$ cat src/rtl/ldpc_pin_port_sequencer_if.sv
// Host request/response channel plus the core's bit-serial pin port.
// The slave modport is the sequencer side, the master modport the host/core side.
interface ldpc_pin_port_sequencer_if #(
   parameter int SEL_W  = 16,
   parameter int WORD_W = 32,
   parameter int LEN_W  = 6
);
   logic              req_valid_i;
   logic              req_ready_o;
   logic              req_write_i;
   logic [SEL_W-1:0]  req_addr_i;
   logic [LEN_W-1:0]  req_len_i;
   logic [WORD_W-1:0] req_wdata_i;
   logic              abort_i;
   logic              rsp_valid_o;
   logic              rsp_ready_i;
   logic [WORD_W-1:0] rsp_rdata_o;
   logic              rsp_err_o;
   logic              busy_o;
   logic [SEL_W-1:0]  P_in_out_sel_o;
   logic              P_inputnoutput_o;
   logic              P_input_o;
   logic              PO_output_i;

   modport slave (
      input  req_valid_i, req_write_i, req_addr_i, req_len_i, req_wdata_i,
      input  abort_i, rsp_ready_i, PO_output_i,
      output req_ready_o, rsp_valid_o, rsp_rdata_o, rsp_err_o, busy_o,
      output P_in_out_sel_o, P_inputnoutput_o, P_input_o
   );

   modport master (
      output req_valid_i, req_write_i, req_addr_i, req_len_i, req_wdata_i,
      output abort_i, rsp_ready_i, PO_output_i,
      input  req_ready_o, rsp_valid_o, rsp_rdata_o, rsp_err_o, busy_o,
      input  P_in_out_sel_o, P_inputnoutput_o, P_input_o
   );
endinterface

$ cat src/rtl/ldpc_pin_port_sequencer.sv
// Word-level sequencer for the ldpcEncDec bit-serial pin port: walks a select
// range one bit at a time, writing or sampling the core, then returns one response.
module ldpc_pin_port_sequencer #(
   parameter int SEL_W      = 16,
   parameter int WORD_W     = 32,
   parameter int LEN_W      = 6,
   parameter int SETTLE_CYC = 2
) (
   input  logic                     wb_clk_i,
   input  logic                     wb_rst_n_i,
   ldpc_pin_port_sequencer_if.slave bus
);
   localparam int IDX_W = (WORD_W > 1) ? $clog2(WORD_W) : 1;
   localparam int CNT_W = (SETTLE_CYC > 1) ? $clog2(SETTLE_CYC) : 1;
   localparam int EXT_W = SEL_W + 1;

   typedef enum logic [1:0] {
      ST_IDLE  = 2'd0,
      ST_ADDR  = 2'd1,
      ST_DRIVE = 2'd2,
      ST_RESP  = 2'd3
   } state_t;

   state_t            state_r;
   logic              write_r;
   logic [SEL_W-1:0]  addr_r;
   logic [LEN_W-1:0]  len_r;
   logic [WORD_W-1:0] wdata_r;
   logic [IDX_W-1:0]  idx_r;
   logic [CNT_W-1:0]  cnt_r;

   logic              req_ready_r;
   logic              rsp_valid_r;
   logic [WORD_W-1:0] rdata_r;
   logic              err_r;
   logic              busy_r;
   logic [SEL_W-1:0]  sel_r;
   logic              inout_r;
   logic              pin_r;

   logic [EXT_W-1:0]  req_end_s;
   logic              req_bad_s;
   logic              last_bit_s;
   logic              last_cnt_s;
   logic [IDX_W-1:0]  idx_inc_s;

   // Last select touched is computed one bit wider so a range wrapping past the top is caught.
   assign req_end_s  = {1'b0, bus.req_addr_i} + EXT_W'(bus.req_len_i) - EXT_W'(1'b1);
   assign req_bad_s  = (bus.req_len_i == {LEN_W{1'b0}}) ||
                       (bus.req_len_i > LEN_W'(WORD_W)) ||
                       req_end_s[SEL_W];
   assign last_bit_s = (idx_r == IDX_W'(len_r - LEN_W'(1'b1)));
   assign last_cnt_s = (cnt_r == CNT_W'(SETTLE_CYC - 1));
   assign idx_inc_s  = idx_r + IDX_W'(1'b1);

   assign bus.req_ready_o      = req_ready_r;
   assign bus.rsp_valid_o      = rsp_valid_r;
   assign bus.rsp_rdata_o      = rdata_r;
   assign bus.rsp_err_o        = err_r;
   assign bus.busy_o           = busy_r;
   assign bus.P_in_out_sel_o   = sel_r;
   assign bus.P_inputnoutput_o = inout_r;
   assign bus.P_input_o        = pin_r;

   // Sequencer FSM; every output is a register set on entry to the state that owns it.
   always_ff @(posedge wb_clk_i) begin
      if (!wb_rst_n_i) begin
         state_r     <= ST_IDLE;
         write_r     <= 1'b0;
         addr_r      <= {SEL_W{1'b0}};
         len_r       <= {LEN_W{1'b0}};
         wdata_r     <= {WORD_W{1'b0}};
         idx_r       <= {IDX_W{1'b0}};
         cnt_r       <= {CNT_W{1'b0}};
         req_ready_r <= 1'b1;
         rsp_valid_r <= 1'b0;
         rdata_r     <= {WORD_W{1'b0}};
         err_r       <= 1'b0;
         busy_r      <= 1'b0;
         sel_r       <= {SEL_W{1'b0}};
         inout_r     <= 1'b0;
         pin_r       <= 1'b0;
      end else begin
         case (state_r)
            ST_IDLE: begin
               if (bus.req_valid_i && req_ready_r) begin
                  write_r     <= bus.req_write_i;
                  addr_r      <= bus.req_addr_i;
                  len_r       <= bus.req_len_i;
                  wdata_r     <= bus.req_wdata_i;
                  idx_r       <= {IDX_W{1'b0}};
                  cnt_r       <= {CNT_W{1'b0}};
                  rdata_r     <= {WORD_W{1'b0}};
                  req_ready_r <= 1'b0;
                  busy_r      <= 1'b1;
                  if (req_bad_s) begin
                     state_r     <= ST_RESP;
                     rsp_valid_r <= 1'b1;
                     err_r       <= 1'b1;
                  end else begin
                     // Select for bit 0 is presented while the strobe is still low.
                     state_r <= ST_ADDR;
                     sel_r   <= bus.req_addr_i;
                     pin_r   <= bus.req_wdata_i[0];
                     inout_r <= 1'b0;
                  end
               end
            end
            ST_ADDR: begin
               if (bus.abort_i) begin
                  state_r     <= ST_RESP;
                  rsp_valid_r <= 1'b1;
                  err_r       <= 1'b1;
                  sel_r       <= {SEL_W{1'b0}};
                  pin_r       <= 1'b0;
                  inout_r     <= 1'b0;
               end else begin
                  state_r <= ST_DRIVE;
                  cnt_r   <= {CNT_W{1'b0}};
                  inout_r <= write_r;
               end
            end
            ST_DRIVE: begin
               if (last_cnt_s && !write_r) begin
                  rdata_r[idx_r] <= bus.PO_output_i;
               end
               if (bus.abort_i || (last_cnt_s && last_bit_s)) begin
                  state_r     <= ST_RESP;
                  rsp_valid_r <= 1'b1;
                  err_r       <= bus.abort_i;
                  sel_r       <= {SEL_W{1'b0}};
                  pin_r       <= 1'b0;
                  inout_r     <= 1'b0;
               end else if (last_cnt_s) begin
                  state_r <= ST_ADDR;
                  idx_r   <= idx_inc_s;
                  sel_r   <= addr_r + SEL_W'(idx_inc_s);
                  pin_r   <= wdata_r[idx_inc_s];
                  inout_r <= 1'b0;
               end else begin
                  cnt_r <= cnt_r + CNT_W'(1'b1);
               end
            end
            ST_RESP: begin
               if (bus.rsp_ready_i) begin
                  state_r     <= ST_IDLE;
                  rsp_valid_r <= 1'b0;
                  rdata_r     <= {WORD_W{1'b0}};
                  err_r       <= 1'b0;
                  req_ready_r <= 1'b1;
                  busy_r      <= 1'b0;
               end
            end
            default: begin
               state_r     <= ST_IDLE;
               req_ready_r <= 1'b1;
               rsp_valid_r <= 1'b0;
               rdata_r     <= {WORD_W{1'b0}};
               err_r       <= 1'b0;
               busy_r      <= 1'b0;
               sel_r       <= {SEL_W{1'b0}};
               inout_r     <= 1'b0;
               pin_r       <= 1'b0;
            end
         endcase
      end
   end
endmodule

$ cat src/flat_wrapper.sv
// flat-port wrapper written by rule: the top's interface ports become plain ports
module ldpc_pin_port_sequencer_flat 
#(
   parameter int SEL_W      = 16,
   parameter int WORD_W     = 32,
   parameter int LEN_W      = 6,
   parameter int SETTLE_CYC = 2
)
  (wb_clk_i, wb_rst_n_i, bus_req_valid_i, bus_req_write_i, bus_req_addr_i, bus_req_len_i, bus_req_wdata_i, bus_abort_i, bus_rsp_ready_i, bus_PO_output_i, bus_req_ready_o, bus_rsp_valid_o, bus_rsp_rdata_o, bus_rsp_err_o, bus_busy_o, bus_P_in_out_sel_o, bus_P_inputnoutput_o, bus_P_input_o);
  ldpc_pin_port_sequencer_if #(.SEL_W(SEL_W), .WORD_W(WORD_W), .LEN_W(LEN_W)) bus_i ();
  input  logic wb_clk_i;
  input  logic wb_rst_n_i;
  input wire logic [$bits(bus_i.req_valid_i)-1:0] bus_req_valid_i;
  input wire logic [$bits(bus_i.req_write_i)-1:0] bus_req_write_i;
  input wire logic [$bits(bus_i.req_addr_i)-1:0] bus_req_addr_i;
  input wire logic [$bits(bus_i.req_len_i)-1:0] bus_req_len_i;
  input wire logic [$bits(bus_i.req_wdata_i)-1:0] bus_req_wdata_i;
  input wire logic [$bits(bus_i.abort_i)-1:0] bus_abort_i;
  input wire logic [$bits(bus_i.rsp_ready_i)-1:0] bus_rsp_ready_i;
  input wire logic [$bits(bus_i.PO_output_i)-1:0] bus_PO_output_i;
  output wire logic [$bits(bus_i.req_ready_o)-1:0] bus_req_ready_o;
  output wire logic [$bits(bus_i.rsp_valid_o)-1:0] bus_rsp_valid_o;
  output wire logic [$bits(bus_i.rsp_rdata_o)-1:0] bus_rsp_rdata_o;
  output wire logic [$bits(bus_i.rsp_err_o)-1:0] bus_rsp_err_o;
  output wire logic [$bits(bus_i.busy_o)-1:0] bus_busy_o;
  output wire logic [$bits(bus_i.P_in_out_sel_o)-1:0] bus_P_in_out_sel_o;
  output wire logic [$bits(bus_i.P_inputnoutput_o)-1:0] bus_P_inputnoutput_o;
  output wire logic [$bits(bus_i.P_input_o)-1:0] bus_P_input_o;
  assign bus_i.req_valid_i = bus_req_valid_i;
  assign bus_i.req_write_i = bus_req_write_i;
  assign bus_i.req_addr_i = bus_req_addr_i;
  assign bus_i.req_len_i = bus_req_len_i;
  assign bus_i.req_wdata_i = bus_req_wdata_i;
  assign bus_i.abort_i = bus_abort_i;
  assign bus_i.rsp_ready_i = bus_rsp_ready_i;
  assign bus_i.PO_output_i = bus_PO_output_i;
  assign bus_req_ready_o = bus_i.req_ready_o;
  assign bus_rsp_valid_o = bus_i.rsp_valid_o;
  assign bus_rsp_rdata_o = bus_i.rsp_rdata_o;
  assign bus_rsp_err_o = bus_i.rsp_err_o;
  assign bus_busy_o = bus_i.busy_o;
  assign bus_P_in_out_sel_o = bus_i.P_in_out_sel_o;
  assign bus_P_inputnoutput_o = bus_i.P_inputnoutput_o;
  assign bus_P_input_o = bus_i.P_input_o;
  ldpc_pin_port_sequencer #(.SEL_W(SEL_W), .WORD_W(WORD_W), .LEN_W(LEN_W), .SETTLE_CYC(SETTLE_CYC)) u_core (.wb_clk_i(wb_clk_i), .wb_rst_n_i(wb_rst_n_i), .bus(bus_i));
endmodule
$ cat config.mk
export PLATFORM = sky130hd
export DESIGN_NAME = ldpc_pin_port_sequencer_flat
export DESIGN_NICKNAME = d
export VERILOG_FILES = /design/src/rtl/ldpc_pin_port_sequencer_if.sv /design/src/rtl/ldpc_pin_port_sequencer.sv /design/src/flat_wrapper.sv
export SDC_FILE = /design/constraint.sdc
export NUM_CORES = 1
export LEC_CHECK = 0
export BUFFER_PORTS_ARGS = -buffer_cell sky130_fd_sc_hd__buf_2
export CAP_MARGIN = 0
export CORE_UTILIZATION = 55
export CTS_BUF_LIST = sky130_fd_sc_hd__clkbuf_4 sky130_fd_sc_hd__clkbuf_8
export CTS_CLUSTER_DIAMETER = 60
export DETAILED_ROUTE_END_ITERATION = 8
export PLACE_DENSITY = 0.86
export SYNTH_ARGS = -nofsm -noshare
export SYNTH_HDL_FRONTEND = slang
export SYNTH_SLANG_ARGS = --single-unit
export TNS_END_PERCENT = 10
$ cat constraint.sdc
create_clock -name wb_clk_i -period 10.15 [get_ports wb_clk_i]
set_input_delay 0.5075 -clock wb_clk_i [delete_from_list [all_inputs] [get_ports wb_clk_i]]
set_output_delay 0.5075 -clock wb_clk_i [all_outputs]
set_load 0.005 [all_outputs]
==> results.cfg, run 1 <==
[yosys]
synth-compound-area-share_pct = 24.3
synthXorXnorAreaFrac_pct = 2.91
synthCells = 787
synth_top_family_by_area = compound AO/OA/AOI/OAI gates
ys_seq_area_share_pct = 36.7
synth_edf_count = 0
synth.avg_cell_area_um2 = 8.03
yosys.area.top_type = dfxtp_1
synth_seq_cells = 116
synth_nets = 882
synth_area_leaders = dfxtp_1 (37%), nand2_1 (8.7%), a21oi_1 (6.8%)
muxShareOfSynthArea_pct = 5.11
yosysWarningCount = 0
synthDistinctLibCells = 52
synthAdderAreaFrac_pct = 6.85
async_reset_ff_share_pct = 0
synth_top_area_share_pct = 36.7
synthSimpleGateAreaFrac_pct = 17.6
ys.flop_type = dfxtp_1
synth_area_um2 = 6320

[placed_design]
port_buffers = 114
dp_cells = 995
place.detailed.hpwl_um = 10500
place.gp.congestion = 0.875

[worst_setup_path]
reg2reg_depth = 11
cp_max_fo = 14
endpoint_kind = register
reg2reg_slack_ns = 5.99
crit_path_start = u_core.idx_r[0]
r2r-start = u_core.idx_r[0]
critPathArrivalTime_ns = 4.49
r2r_end = u_core.bus.P_in_out_sel_o[14]
start_kind = register
worstSetupPathType = register to register
endpoint = u_core.bus.P_in_out_sel_o[14]
required_ns = 10.48

[sta]
setup-violations-final = 0
min_period_ns = 4.16
timing.fmax_ghz = 0.240
clock_skew_ns = 0.0175
hold_ws_ns = 0.301
tightestPinTransition_ns = 1.13
finalCritPeriodShare_pct = 41.0
grt_setup_unrepaired = false
final_hold_viol_count = 0
drv_slew = 0
slew_headroom_pct = 24.6
finalSetupTns_ns = 0

[floorplan]
core_um2 = 11000
die_area_um2 = 11900
row_count = 38
start_util_pct = 57.3
die_h_um = 109
io_pins = 115
die_w_um = 109

[clocking]
cts_setup_buffers = 0
hold_buffers = 0
clockBufferDepth = 2
cts_tree = built
cts-resized-gates = 0
cts_buffers = 17
root_buffer = clkbuf_8
cts_num_sinks = 116
htreeDepth = 4
cts.clk_slew.worst_paths_ns = 0.07
clkLatencyLatePin_ns = 0.44

[routing]
drcViolationCount = 0
vias = 6090
routedWlPerCell_um = 15.7
antenna_left = 0
drt_iter0_drc = 381
routed_via_density = 5.93
postRouteWirelength_um = 16100
dr.pass1.iters = 5

[final_layout]
area_growth_pct = 15.6
seqCellArea_um2 = 2320
fin_cells = 1027
final_util_pct = 66.3
nFillCells = 945
diodes = 0
layout_common_cells = nand2_1 (146), dfxtp_1 (116), buf_2 (114), a21oi_1 (86), o21ai_0 (61)
final_nets = 969
drive_gt1_share_pct = 19.7
layout_commonest_cell = nand2_1
multi_input_area_um2 = 3600

[global_route]
grt-ovfl-total = 0
antenna_found_initial = 0
grt_pass1_vias = 5385
grt_max_degree = 95
grt_pass1_wl_um = 25600
grt_usage_pct = 27.5

[pwr]
switching_share_pct = 37.5
p_leak_nw = 3.14
clockPowerShare_pct = 29.8
power_density_nw_per_um2 = 211
peakVddDrop_v = 0.000136
combPwrFrac_pct = 32.6
p_sw_mw = 0.579
pwr-share-seq_pct = 37.5
total_power_mw = 1.54
p_int_mw = 0.964

[run_status]
status = complete, no violations

[worst_hold_path]
worstHoldPathType = input pin to register

[job]
cap_violations = 0
flip-flops by register name, indices dropped and copies added (netlist names):
name and flops:
u_core.idx_r 5, u_core.bus.P_inputnoutput_o 1, u_core.bus.P_input_o 1, u_core.cnt_r 1
u_core.bus.rsp_valid_o 1, u_core.bus.busy_o 1, u_core.wdata_r 32, u_core.bus.P_in_out_sel_o 16
u_core.state_r 2, u_core.len_r 5, u_core.bus.rsp_rdata_o 32, u_core.bus.req_ready_o 1
u_core.addr_r 16, u_core.bus.rsp_err_o 1, u_core.write_r 1
critical path, cell delays in order (launching register included):
cell,delay [ns]
dfxtp_1,0.73
inv_1,0.23
ha_1,0.71
inv_1,0.13
fa_1,0.45
nor2b_1,0.11
o21ai_0,0.11
a21boi_0,0.68
o211ai_1,0.22
xor2_1,0.28
o221ai_1,0.19
o211a_1,0.22
cell usage after synthesis (all sizes together), types with 2 or more instances:
cell and number:
a2bb2oi 4, mux2 6, nand4 10, o2111ai 2
mux2i 3, nor2b 7, a21o 3, a21boi 9
ha 33, inv 50, a21oi 86, a22oi 21
nor3 5, o211a 12, a31oi 7, mux4 10
or3 4, and2 3, nand3 15, o21a 4
nand2 146, nand2b 9, buf 8, dfxtp 116
a211oi 4, a311oi 2, o221ai 13, nor2 43
clkbuf 42, and3 7, a211o 2, o21ai 62
xnor2 10, xor2 11, o211ai 6
metal layers:
metal | global-route usage, % | part of all wire (%) | routed length [um]
met5 | 0 | 0 | 0
met4 | 10.3 | 2.4 | 380
met3 | 5.56 | 5.9 | 945
met2 | 46.0 | 48 | 7720
met1 | 34.8 | 44 | 7080
worst min path at each step:
stage                          to                start  cells past startpoint
2_1_floorplan   u_core.wdata_r[0]    u_core.wdata_r[0]                      2
3_3_place_gp   u_core.wdata_r[20]   u_core.wdata_r[20]                      2
3_5_place_dp   u_core.wdata_r[16]   u_core.wdata_r[16]                      2
4_1_cts         u_core.wdata_r[2]   bus_req_wdata_i[2]                      3
5_1_grt        u_core.wdata_r[15]  bus_req_wdata_i[15]                      3
6_report       u_core.wdata_r[30]  bus_req_wdata_i[30]                      3
power by group through the flow:
| stage | logic, mW | registers (mW) | clock network [mW] |
|---|---|---|---|
| 6_report | 0.504 | 0.579 | 0.461 |
| 5_1_grt | 0.552 | 0.587 | 0.486 |
| 4_1_cts | 0.498 | 0.577 | 0.463 |
| 3_5_place_dp | 0.490 | 0.586 | 0 |
| 3_3_place_gp | 0.480 | 0.585 | 0 |
| 2_1_floorplan | 0.381 | 0.578 | 0 |
kinds of logic (layout without fill, tap and decap cells):
kind of cell             after synthesis  count (layout)
AND/OR/NAND/NOR                      254             254
XOR/XNOR                              21              21
adder cells (fa/ha/maj)               34              34
AO/OA/AOI/OAI                        243             243
multiplexers                          19              19
flip-flops                           116             116
buffers and inverters                100             200
cell type report:
| type | instances | share of cell area (%) |
|---|---|---|
| Clock buffer | 18 | 3.39 |
| Clock inverter | 14 | 2.45 |
| Inverter | 50 | 2.57 |
| Multi-Input combinational cell | 571 | 49.2 |
| Sequential cell | 116 | 31.8 |
| Tap cell | 140 | 2.40 |
| Timing Repair Buffer | 118 | 8.22 |
per-stage QoR:
stage	cell area, um^2	setup slack (ns)
after floorplan	6320	6.83
after global placement	6880	6.41
after detailed placement	6880	6.19
after CTS	7310	5.98
after global routing	7310	5.72
final	7310	5.99
Note: power is estimated with default switching activity, not from simulation.
==> inputs of run 2 (changes only) <==
Clock period 10.15 ns to 3.9 ns, I/O delays scaled along.
==> results.cfg, run 2 (synthesized netlist as in run 1, its figures left out) <==
[final_layout]
layout_common_cells = nand2_1 (146), dfxtp_1 (116), buf_2 (114), a21oi_1 (86), o21ai_0 (61)
multi_input_area_um2 = 3600
fin_cells = 1055
layout_commonest_cell = nand2_1
final_nets = 997
drive_gt1_share_pct = 19.6
area_growth_pct = 19.6
nFillCells = 928
seqCellArea_um2 = 2320

[placed_design]
dpl_worst_slack_ns = 0.645
place.gp.congestion = 0.898
dp_cells = 1000
place.detailed.hpwl_um = 10800
port_buffers = 114

[routing]
routedWlPerCell_um = 15.8
met2_length_um = 7890
postRouteWirelength_um = 16700
routed_via_density = 5.79
dr.pass1.iters = 6
antenna_left = 0
vias = 6111
drcViolationCount = 0
wl_met1_um = 7150
routed.top_layer = met4
wl_met3_um = 1340
drt_iter0_drc = 532

[global_route]
grt_usage_pct = 28.2
grt-ovfl-total = 0
grt_pass1_wl_um = 26200
grt_max_degree = 59
antenna_found_initial = 0
grt_pass1_vias = 5528

[sta]
min_period_ns = 3.32
final_hold_viol_count = 0
timing.fmax_ghz = 0.301
tightestPinTransition_ns = 1.05
clock_skew_ns = 0.00888
fin_ws_ns = 0.575
setup-violations-final = 0
drv_slew = 0
grt_setup_unrepaired = false
finalSetupTns_ns = 0
slew_headroom_pct = 29.6
finalCritPeriodShare_pct = 85.2

[worst_setup_path]
reg2reg_slack_ns = 0.58
start_kind = register
required_ns = 4.23
cp_max_fo = 9
reg2reg_depth = 11
critPathArrivalTime_ns = 3.65
r2r-start = u_core.idx_r[1]
worstSetupPathType = register to register
endpoint_kind = register
r2r_end = u_core.bus.P_in_out_sel_o[6]

[clocking]
cts_setup_buffers = 0
cts_buffers = 17
cts_num_sinks = 116
clockBufferDepth = 2
cts.clk_slew.worst_paths_ns = 0.07
clkLatencyLatePin_ns = 0.43
cts_tree = built
hold_buffers = 23
htreeDepth = 4
root_buffer = clkbuf_8
cts-resized-gates = 0

[floorplan]
start_util_pct = 57.3
core_um2 = 11000
die_w_um = 109
die_area_um2 = 11900
row_count = 38
io_pins = 115
die_h_um = 109

[pwr]
peakVddDrop_v = 0.000362
power_density_nw_per_um2 = 530
p_leak_nw = 3.26

[worst_hold_path]
whs_path_depth = 3
worstHoldPathType = input pin to register
worstHoldStart = bus_req_wdata_i[9]
holdPathEnd = u_core.wdata_r[9]

[run_status]
status = complete, no violations

[job]
cap_violations = 0
==> run 2: changes by cell type in the layout (fill, tap and decap cells not counted), sizes merged <==
cell | previous run | this run
inv | 52 | 50
clkinvlp | 2 | 1
clkinv | 7 | 6
dlygate4sd3 | 0 | 23
buf | 118 | 123
clkbuf | 18 | 21
diode | 0 | 1
==> run 2: per-stage QoR <==
stage,instance area [um^2],utilization (%),hold WS (ns),power (mW)
detailed placement,6920,62.7,0.442,2.82
CTS,7560,68.5,0.00201,4.00
global route,7560,68.5,0.00304,4.22
global placement,6920,62.7,0.439,2.79
finish,7560,68.5,0.0105,4.01
floorplan,6320,-,0.331,2.49
==> run 2: power breakdown <==
| part | internal [mW] | total, mW | switching, mW |
|---|---|---|---|
| Combinational | 0.503 | 1.33 | 0.827 |
| Clock | 0.672 | 1.17 | 0.494 |
| Sequential | 1.37 | 1.51 | 0.136 |
==> run 2: routing by layer <==
metal	track usage (%)	up-vias
li1	-	2986
met1	36.6	2813
met2	45.6	284
met3	6.63	28
met4	10.5	0
met5	0	-
==> run 2: area by class of cell <==
class / instances / share of cell area (%)
Antenna cell: 1 / 0.0331
Clock buffer: 21 / 3.66
Clock inverter: 10 / 1.74
Inverter: 50 / 2.48
Multi-Input combinational cell: 571 / 47.6
Sequential cell: 116 / 30.7
Tap cell: 140 / 2.32
Timing Repair Buffer: 146 / 11.5
==> run 2: worst max-delay path by stage <==
stage	startpoint	endpoint	slack (ns)	cells past startpoint
global route	u_core.idx_r[1]	u_core.bus.P_in_out_sel_o[14]	0.40	11
floorplan	u_core.idx_r[0]	u_core.bus.P_in_out_sel_o[8]	0.58	13
CTS	u_core.idx_r[1]	u_core.bus.P_in_out_sel_o[6]	0.63	11
detailed placement	u_core.idx_r[1]	u_core.bus.P_in_out_sel_o[6]	0.64	11
global placement	u_core.idx_r[1]	u_core.bus.P_in_out_sel_o[6]	0.69	11
finish	u_core.idx_r[1]	u_core.bus.P_in_out_sel_o[6]	0.58	11
==> run 2: critical path, cell delays in order, from the launching register on <==
cell and delay [ns]:
dfxtp_1 0.45, ha_1 0.42, xnor2_1 0.26, inv_1 0.09, ha_1 0.35, nor2b_1 0.15, o21ai_0 0.10, a21boi_0 0.72
o21ai_0 0.21, xor2_1 0.17, o221ai_1 0.11, o211a_1 0.18
